File: config.mk
export PLATFORM = sky130hd
export DESIGN_NAME = fft_frame_sched
export DESIGN_NICKNAME = d
export VERILOG_FILES = /design/src/rtl/fft_pkg.sv /design/src/rtl/fft_frame_mon.sv /design/src/rtl/fft_frame_sched.sv
export VERILOG_INCLUDE_DIRS = /design/src /design/src/rtl
export SDC_FILE = /design/constraint.sdc
export NUM_CORES = 1
export LEC_CHECK = 0
export BUFFER_PORTS_ARGS = -buffer_cell sky130_fd_sc_hd__buf_2
export CORE_AREA = 2 2 80 82
export DETAILED_ROUTE_END_ITERATION = 6
export DIE_AREA = 0 0 82 84
export PLACE_DENSITY = 0.71
export SLEW_MARGIN = 40
export SYNTH_ARGS = -nofsm -noshare
export SYNTH_HDL_FRONTEND = slang
export SYNTH_SLANG_ARGS = --single-unit
File: constraint.sdc
create_clock -name iclk -period 3.3 [get_ports iclk]
set_input_delay 0.495 -clock iclk [delete_from_list [all_inputs] [get_ports iclk]]
set_output_delay 0.495 -clock iclk [all_outputs]
set_load 0.03 [all_outputs]
File: src/rtl/fft_inc.sv
// Sizing macros for the FFT front-end: address width (log2 N) and packed complex sample width.
`ifndef FFT_INC_SV
`define FFT_INC_SV

`ifndef TOTAL_STAGE
`define TOTAL_STAGE 4
`endif

`ifndef CPLX_WIDTH
`define CPLX_WIDTH 32
`endif

`endif

File: src/rtl/fft_pkg.sv
// Shared constants and state encoding for the FFT frame scheduler.
`include "fft_inc.sv"

package fft_pkg;

  localparam int N = 1 << `TOTAL_STAGE;

  localparam logic [`TOTAL_STAGE-1:0] ADDR_ONES = '1;

  typedef enum logic [1:0] {
    IDLE,
    RUN,
    FILL,
    DROP
  } fft_sched_state_t;

endpackage

File: src/rtl/fft_frame_mon.sv
// Tracks frames in flight between the first-stage input and the last-stage output.
// Optional statistics counters are built only when FFT_SCHED_STATS_EN is defined.
`include "fft_inc.sv"

module fft_frame_mon #(
  parameter int TOTAL_STAGE = `TOTAL_STAGE
) (
  input  logic                   iclk,
  input  logic                   rst,
  input  logic                   oen,
  input  logic [TOTAL_STAGE-1:0] oaddr,
  input  logic                   res_en,
  input  logic [TOTAL_STAGE-1:0] res_addr,
  output logic [TOTAL_STAGE:0]   in_flight,
  output logic [15:0]            frames_in,
  output logic [15:0]            frames_out
);

  logic frame_enter;
  logic frame_exit;

  assign frame_enter = oen && (oaddr == '1);
  assign frame_exit  = res_en && (res_addr == '1);

  // Simultaneous enter and exit cancel; both ends saturate.
  always_ff @(posedge iclk) begin
    if (rst) begin
      in_flight <= '0;
    end else if (frame_enter && !frame_exit && (in_flight != '1)) begin
      in_flight <= in_flight + (TOTAL_STAGE+1)'(1);
    end else if (frame_exit && !frame_enter && (in_flight != '0)) begin
      in_flight <= in_flight - (TOTAL_STAGE+1)'(1);
    end
  end

`ifdef FFT_SCHED_STATS_EN
  always_ff @(posedge iclk) begin
    if (rst) begin
      frames_in  <= '0;
      frames_out <= '0;
    end else begin
      if (frame_enter) frames_in  <= frames_in + 16'd1;
      if (frame_exit)  frames_out <= frames_out + 16'd1;
    end
  end
`else
  assign frames_in  = '0;
  assign frames_out = '0;
`endif

endmodule

File: src/rtl/fft_frame_sched.sv
// Forms gapless N-sample frames for the first FFT stage, repairing bad source frames.
// Frame statistics are enabled by defining FFT_SCHED_STATS_EN.
`include "fft_inc.sv"

module fft_frame_sched
  import fft_pkg::*;
#(
  parameter int TOTAL_STAGE = `TOTAL_STAGE,
  parameter int CPLX_WIDTH  = `CPLX_WIDTH
) (
  input  logic                   iclk,
  input  logic                   rst,
  input  logic                   enable,
  input  logic                   s_valid,
  output logic                   s_ready,
  input  logic [CPLX_WIDTH-1:0]  s_data,
  input  logic                   s_last,
  output logic                   oen,
  output logic [TOTAL_STAGE-1:0] oaddr,
  output logic [CPLX_WIDTH-1:0]  odata,
  input  logic                   res_en,
  input  logic [TOTAL_STAGE-1:0] res_addr,
  input  logic                   clr_err,
  output logic                   err_underrun,
  output logic                   err_short,
  output logic                   err_long,
  output logic                   busy,
  output logic [15:0]            frames_in,
  output logic [15:0]            frames_out
);

  fft_sched_state_t state, state_n;
  logic [TOTAL_STAGE-1:0] cnt, cnt_n;
  logic                   src_open, src_open_n;
  logic                   oen_n;
  logic [TOTAL_STAGE-1:0] oaddr_n;
  logic [CPLX_WIDTH-1:0]  odata_n;
  logic                   set_underrun, set_short, set_long;
  logic                   accept;
  logic                   cnt_last;
  logic [TOTAL_STAGE:0]   in_flight;

  assign s_ready  = !rst && (((state == IDLE) && enable) || (state == RUN) || (state == DROP));
  assign accept   = s_valid && s_ready;
  assign cnt_last = (cnt == '1);

  // src_open remembers whether the source still owes the rest of its frame,
  // so FILL knows whether to drain it through DROP afterwards.
  always_comb begin
    state_n      = state;
    cnt_n        = cnt;
    src_open_n   = src_open;
    oen_n        = 1'b0;
    oaddr_n      = '1;
    odata_n      = '0;
    set_underrun = 1'b0;
    set_short    = 1'b0;
    set_long     = 1'b0;
    case (state)
      IDLE: begin
        if (accept) begin
          oen_n      = 1'b1;
          oaddr_n    = '0;
          odata_n    = s_data;
          cnt_n      = TOTAL_STAGE'(1);
          src_open_n = 1'b0;
          if (s_last) begin
            set_short = 1'b1;
            state_n   = FILL;
          end else begin
            state_n = RUN;
          end
        end
      end
      RUN: begin
        oen_n   = 1'b1;
        oaddr_n = cnt;
        if (accept) begin
          odata_n = s_data;
          if (cnt_last) begin
            cnt_n = '0;
            if (s_last) begin
              state_n = IDLE;
            end else begin
              set_long = 1'b1;
              state_n  = DROP;
            end
          end else begin
            cnt_n = cnt + TOTAL_STAGE'(1);
            if (s_last) begin
              set_short  = 1'b1;
              src_open_n = 1'b0;
              state_n    = FILL;
            end
          end
        end else begin
          set_underrun = 1'b1;
          if (cnt_last) begin
            cnt_n   = '0;
            state_n = DROP;
          end else begin
            cnt_n      = cnt + TOTAL_STAGE'(1);
            src_open_n = 1'b1;
            state_n    = FILL;
          end
        end
      end
      FILL: begin
        oen_n   = 1'b1;
        oaddr_n = cnt;
        if (cnt_last) begin
          cnt_n   = '0;
          state_n = src_open ? DROP : IDLE;
        end else begin
          cnt_n = cnt + TOTAL_STAGE'(1);
        end
      end
      DROP: begin
        if (accept && s_last) state_n = IDLE;
      end
      default: state_n = IDLE;
    endcase
  end

  // A flag being set outranks a clear arriving in the same cycle.
  always_ff @(posedge iclk) begin
    if (rst) begin
      state        <= IDLE;
      cnt          <= '0;
      src_open     <= 1'b0;
      oen          <= 1'b0;
      oaddr        <= '1;
      odata        <= '0;
      err_underrun <= 1'b0;
      err_short    <= 1'b0;
      err_long     <= 1'b0;
    end else begin
      state        <= state_n;
      cnt          <= cnt_n;
      src_open     <= src_open_n;
      oen          <= oen_n;
      oaddr        <= oaddr_n;
      odata        <= odata_n;
      err_underrun <= set_underrun || (err_underrun && !clr_err);
      err_short    <= set_short    || (err_short    && !clr_err);
      err_long     <= set_long     || (err_long     && !clr_err);
    end
  end

  fft_frame_mon #(
    .TOTAL_STAGE(TOTAL_STAGE)
  ) u_mon (
    .iclk      (iclk),
    .rst       (rst),
    .oen       (oen),
    .oaddr     (oaddr),
    .res_en    (res_en),
    .res_addr  (res_addr),
    .in_flight (in_flight),
    .frames_in (frames_in),
    .frames_out(frames_out)
  );

  assign busy = (state != IDLE) || (in_flight != '0);

endmodule

==> run summary, run 1 <==
Post-Place Cells: 407
I/O pin total: 117
Multi-input logic area: 1094 um^2
Clock Sinks: 52
Most common cell after layout, fill and taps aside: buf_2
H-tree depth: 2
Clock latency on the worst-skew pair: 310 ps
Reg area: 1041 um^2
Register-to-Register Setup Slack: 690 ps
Final period util: 79.16%
Fillcell total: 618
Post-route non-filler standard cell count: 415
TritonRoute pass-1 iters: 4
Initial core utilization: 38.20%
Final Hold Viols: 0
Critical Path Sink: u_mon.in_flight[4]
Total negative setup slack: 0 ps
Worst setup EP type: register
DRC: 0
Global-route wire length before repair: 7224 um
Root Driver: clkbuf_8
GR Util All Layers: 13.14%
Peak supply drop: 0.3265 mV
Largest net degree at the start of global routing: 22
Starting DRT DRC Count: 36
HP Start: s_data[17]
Clock skew: 7.168 ps
Netlist cell types: 40
Final Setup Violations: 0
Via density: 4.434
Reg2reg end: u_mon.in_flight[4]
Syn Inst Count: 255
Syn. warnings: 0
Worst R2R Path Depth: 7
Yosys reg bits: 52
Crit path from: u_mon.in_flight[1]
Post-cts gate resize count: 0
Clock transition at path regs: 100 ps
Final WL: 4346 um
Layout area overhead: 19.88%
Startpoint types: register
GPL Wtd Cong: 0.8359
Mean Syn Cell Area: 9.131 um^2
Relative slew slack: 56.06%
Most frequent cells in the layout: 84 x buf_2, 52 x dfxtp_1, 32 x and2_1, 32 x conb_1, 21 x nand2_1
Fin crit period: 2612 ps
Total die area: 6888 um^2
Ys flop type: dfxtp_1
HPWL after DPL: 3370 um
Grt total ovfl: 0
Max Root-Sink Buffers: 2
Post-CTS Setup Repair Bufs: 0
Ratio of cells with drive above 1 in the final layout: 30.18%
Sequential share of the synthesized area: 44.71%
Die X: 82 um
Hold crit path type: in2reg
Post-route ant nets: 0
TritonCTS clock tree: done
Cell Pwr Density: 677.2 nW/um^2
Asr flop ratio synth: 0%
Crit Path Max Fanout: 8
PortBufs: 84
Initial antenna violation count: 0
Ant diodes: 0
Worst Tran Pin Value: 656.3 ps
Lkg Pwr: 1.362 nW
Critical path data arrival time: 2810 ps
Nets: 392
Vias in the first global route: 1727
Outcome: finished clean
Max-slew violations: 0
Cell area after synthesis: 2328 um^2
CTS buffer count: 5
Hold_buf cts: 0
Max Cap Viol: 0
Wirelength per Cell: 10.47 um
Critical Path RT: 3500 ps
Critical path class: reg2reg
EDFF count, synth: 0
Core area: 6096 um^2
Via count: 1840
Chip height: 84 um
Rows: 29
Fmax: 0.3828 GHz
Crit Reg-Reg Startpoint: u_mon.in_flight[1]
RSZ-0062 raised after global routing: no
[cell families (layout without fill, tap and decap cells)]
kind of cell | Yosys count | count (layout) | synth area share, %
AO/OA/AOI/OAI | 39 | 39 | 9.888
XOR/XNOR | 2 | 2 | 0.7524
adder cells (fa/ha/maj) | 12 | 12 | 6.771
buffers and inverters | 51 | 103 | 13.49
flip-flops | 52 | 52 | 44.71
multiplexers | 4 | 4 | 1.773
other | 1 | 32 | 0.1610
AND/OR/NAND/NOR | 94 | 94 | 22.46
[stage by stage]
stage	setup slack, ps	area [um^2]	utilization, %	hold WS [ps]	power, mW
after floorplan	803.4	2445	-	450.7	1.383
after global placement	655.6	2696	44.23	437.7	1.519
after detailed placement	572.3	2696	44.23	447.7	1.535
after CTS	698.0	2791	45.79	359.3	1.915
after global routing	527.1	2791	45.79	362.8	2.012
final	687.7	2791	45.79	376.1	1.890
[layer usage]
metal / GRT usage (%) / part of all wire [%] / vias to the layer above / wire length, um
met5: 0 / 0 / - / 0
met4: 4.545 / 1.5 / 0 / 65
met3: 5.303 / 10 / 6 / 438
met2: 20.10 / 43 / 79 / 1885
met1: 16.55 / 45 / 818 / 1956
li1: - / - / 937 / -
[cell type report]
type / instances / area share, %
clock inverter: 3 / 0.9413
timing repair buffer: 85 / 15.33
multi-input combinational: 183 / 39.18
clock buffer: 5 / 2.465
inverter: 10 / 1.345
sequential: 52 / 37.29
tap: 77 / 3.451
[cells in the mapped netlist (2+ instances only)]
cell | n | share of area (%)
nand3_1 | 8 | 1.7
o21ai_0 | 10 | 2.1
and2_1 | 32 | 8.6
nand2b_1 | 4 | 1.1
nor2b_1 | 5 | 1.3
mux2i_1 | 3 | 1.3
o21ai_1 | 2 | 0.43
nand4_1 | 2 | 0.54
and3_1 | 2 | 0.54
nor3_1 | 7 | 1.5
inv_1 | 9 | 1.5
nor2_1 | 7 | 1.1
ha_1 | 11 | 5.9
buf_2 | 2 | 0.43
buf_4 | 32 | 10
clkbuf_1 | 7 | 1.1
a21oi_1 | 17 | 3.7
nand2_1 | 21 | 3.4
nor2_4 | 2 | 0.97
dfxtp_1 | 52 | 45
[flip-flops by register name, summed over array words and instances, names as in the netlist]
name and count:
err_short 1, err_long 1, cnt 4, state 2
u_mon.in_flight 5, oen 1, err_underrun 1, odata 32
src_open 1, oaddr 4
[power by group]
group	switching (mW)	total (mW)	leakage, nW	internal [mW]
clock network	0.218	0.373	0.0423	0.154
registers	0.0561	0.781	0.423	0.725
logic	0.487	0.737	0.896	0.250
[how the worst min path moves through the flow]
stage | endpoint | depth (start not counted)
3_3_place_gp | err_long | 2
4_1_cts | odata[17] | 2
5_1_grt | odata[2] | 2
2_1_floorplan | oaddr[3] | 2
6_report | odata[17] | 2
3_5_place_dp | err_long | 2
[worst max-delay path, stage by stage, from the launching register on]
cell      delay (ps)
dfxtp_1          430
nand3_1          100
o211ai_1         550
ha_1             390
nor2b_1          140
a221oi_1         330
mux2i_1          250
mux2_1           330
Power figures use the tool's default switching activity.
==> inputs of run 2 (changes only) <==
- clock period: 3.3 -> 2.7 ns (I/O delays scaled with it)
==> run summary, run 2 (same netlist as run 1, synthesis figures left out) <==
Outcome: finished clean (unchanged)
Peak supply drop: 0.4308 mV (was 0.3265 mV)
Worst stage delay on the critical path: 430 ps (was 550 ps)
Largest regs: odata: 32 flops, u_mon.in_flight: 5 flops (unchanged)
Final period util: 90.54% (was 79.16%)
Clock transition at path regs: 100 ps (about the same)
Ant diodes: 0 (unchanged)
Cell Pwr Density: 876.3 nW/um^2 (was 677.2 nW/um^2)
Final WL: 4604 um (was 4346 um)
Post-CTS Setup Repair Bufs: 0 (unchanged)
M1 GR Usage: 15.25% (was 16.55%)
Post-cts gate resize count: 0 (unchanged)
Layout area overhead: 22.35% (was 19.88%)
Met3 Resource Use GR: 5.952% (was 5.303%)
Largest net degree at the start of global routing: 22 (unchanged)
Fin crit period: 2445 ps (was 2612 ps)
Critical Path RT: 2890 ps (was 3500 ps)
Starting DRT DRC Count: 58 (was 36)
PortBufs: 84 (unchanged)
Critical-path cell list: nand3_1 > o211ai_1 > ha_1 > nor2b_1 > a221oi_1 > mux2i_1 > mux2_1 (unchanged)
Core area: 6096 um^2 (unchanged)
Lkg Pwr: 1.398 nW (was 1.362 nW)
Global-route wire length before repair: 7224 um (unchanged)
Final WS setup: 255.4 ps (was 687.7 ps)
Max Cap Viol: 0 (unchanged)
Fmax: 0.4091 GHz (was 0.3828 GHz)
TritonRoute pass-1 iters: 4 (unchanged)
Final instance area: 2849 um^2 (was 2791 um^2)
Buf/Inv on CP: 0 (unchanged)
Crit path max-delay family: compound AO/OA/AOI/OAI gates (unchanged)
Max Root-Sink Buffers: 2 (unchanged)
Hold_buf cts: 0 (unchanged)
Grt total ovfl: 0 (unchanged)
Ratio of cells with drive above 1 in the final layout: 30.59% (was 30.18%)
Finished Core Util: 46.74% (was 45.79%)
Nets: 394 (was 392)
Startpoint types: register (unchanged)
Post-Place Cells: 409 (was 407)
CTS buffer count: 5 (unchanged)
Critical path data arrival time: 2640 ps (was 2810 ps)
Hold crit path type: in2reg (unchanged)
Via count: 1856 (was 1840)
Initial antenna violation count: 0 (unchanged)
Critical path class: reg2reg (unchanged)
Post-route ant nets: 0 (unchanged)
Fillcell total: 608 (was 618)
Overall power: 2.497 mW (was 1.890 mW)
Die X: 82 um (unchanged)
Worst setup EP type: register (unchanged)
I/O pin total: 117 (unchanged)
Slowest CP cell: dfxtp_1 (was o211ai_1)
Crit Path Max Fanout: 5 (was 8)
Clock Sinks: 52 (unchanged)
Pre-CTS setup slack: 157.3 ps (was 572.3 ps)
Root Driver: clkbuf_8 (unchanged)
Post-route non-filler standard cell count: 417 (was 415)
Placed cell area: 2711 um^2 (was 2696 um^2)
Grt met2 use: 21.36% (was 20.10%)
Total die area: 6888 um^2 (unchanged)
Wirelength per Cell: 11.04 um (was 10.47 um)
Biggest register: odata (unchanged)
Max reg flops: 32 (unchanged)
HPWL after DPL: 3529 um (was 3370 um)
GRT Max-Usage Layer: met2 (unchanged)
Rows: 29 (unchanged)
Total negative setup slack: 0 ps (unchanged)
RSZ-0062 raised after global routing: no (unchanged)
Clock latency on the worst-skew pair: 310 ps (about the same)
GR Util All Layers: 13.22% (was 13.14%)
Via density: 4.451 (was 4.434)
Vias in the first global route: 1693 (was 1727)
Hold WS: 286.4 ps (was 376.1 ps)
H-tree depth: 2 (unchanged)
Final Setup Violations: 0 (unchanged)
GPL Wtd Cong: 0.8622 (was 0.8359)
DRC: 0 (unchanged)
Clock skew: 9.822 ps (was 7.168 ps)
Final Hold Viols: 0 (unchanged)
Initial core utilization: 38.20% (unchanged)
Chip height: 84 um (unchanged)
Most frequent cells in the layout: 84 x buf_2, 52 x dfxtp_1, 32 x and2_1, 32 x conb_1, 21 x nand2_1 (unchanged)
TritonCTS clock tree: done (unchanged)
Most common cell after layout, fill and taps aside: buf_2 (unchanged)
Max-slew violations: 0 (unchanged)
-- run 2: cell count changes in the layout (fill, tap and decap cells not counted) --
cell,delta
inv_8,-1
clkinvlp_4,-2
buf_4,+2
bufinv_16,+2
inv_6,+1
-- run 2: final timing paths --
check / start / end / slack, ps / depth (start not counted)
max reg2reg: u_mon.in_flight[0] / u_mon.in_flight[4] / 260 / 7
max: u_mon.in_flight[0] / u_mon.in_flight[4] / 260 / 7
min reg2reg: err_long / err_long / 460 / 2
min: s_data[8] / odata[8] / 290 / 2
-- run 2: worst register-to-register path: stages, from the launching register on --
cell and delay [ps]:
dfxtp_1 430, nand3_1 100, o211ai_1 400, ha_1 350, nor2b_1 140, a221oi_1 330
mux2i_1 250, mux2_1 330
-- run 2: power by group --
| part | switching (mW) | internal [mW] | leakage, nW | total (mW) |
|---|---|---|---|---|
| clock | 0.259 | 0.373 | 0.0687 | 0.632 |
| combinational | 0.595 | 0.313 | 0.905 | 0.908 |
| sequential | 0.0708 | 0.886 | 0.423 | 0.957 |
-- run 2: area by class of cell --
type	count	area, um^2	share of cell area (%)
multi-input cells	183	1094	38.38
flip-flops and latches	52	1041	36.54
repair buffers	87	442.9	15.55
well taps	77	96.34	3.382
clock buffers	5	68.82	2.415
clock inverters	3	68.82	2.415
inverters	10	37.54	1.318
-- run 2: layer usage --
layer	vias to the layer above	wire (um)	share of wire, %
li1	938	-	-
met1	834	2020	44
met2	78	2058	45
met3	6	466	10
met4	0	58	1.3
met5	-	0	0
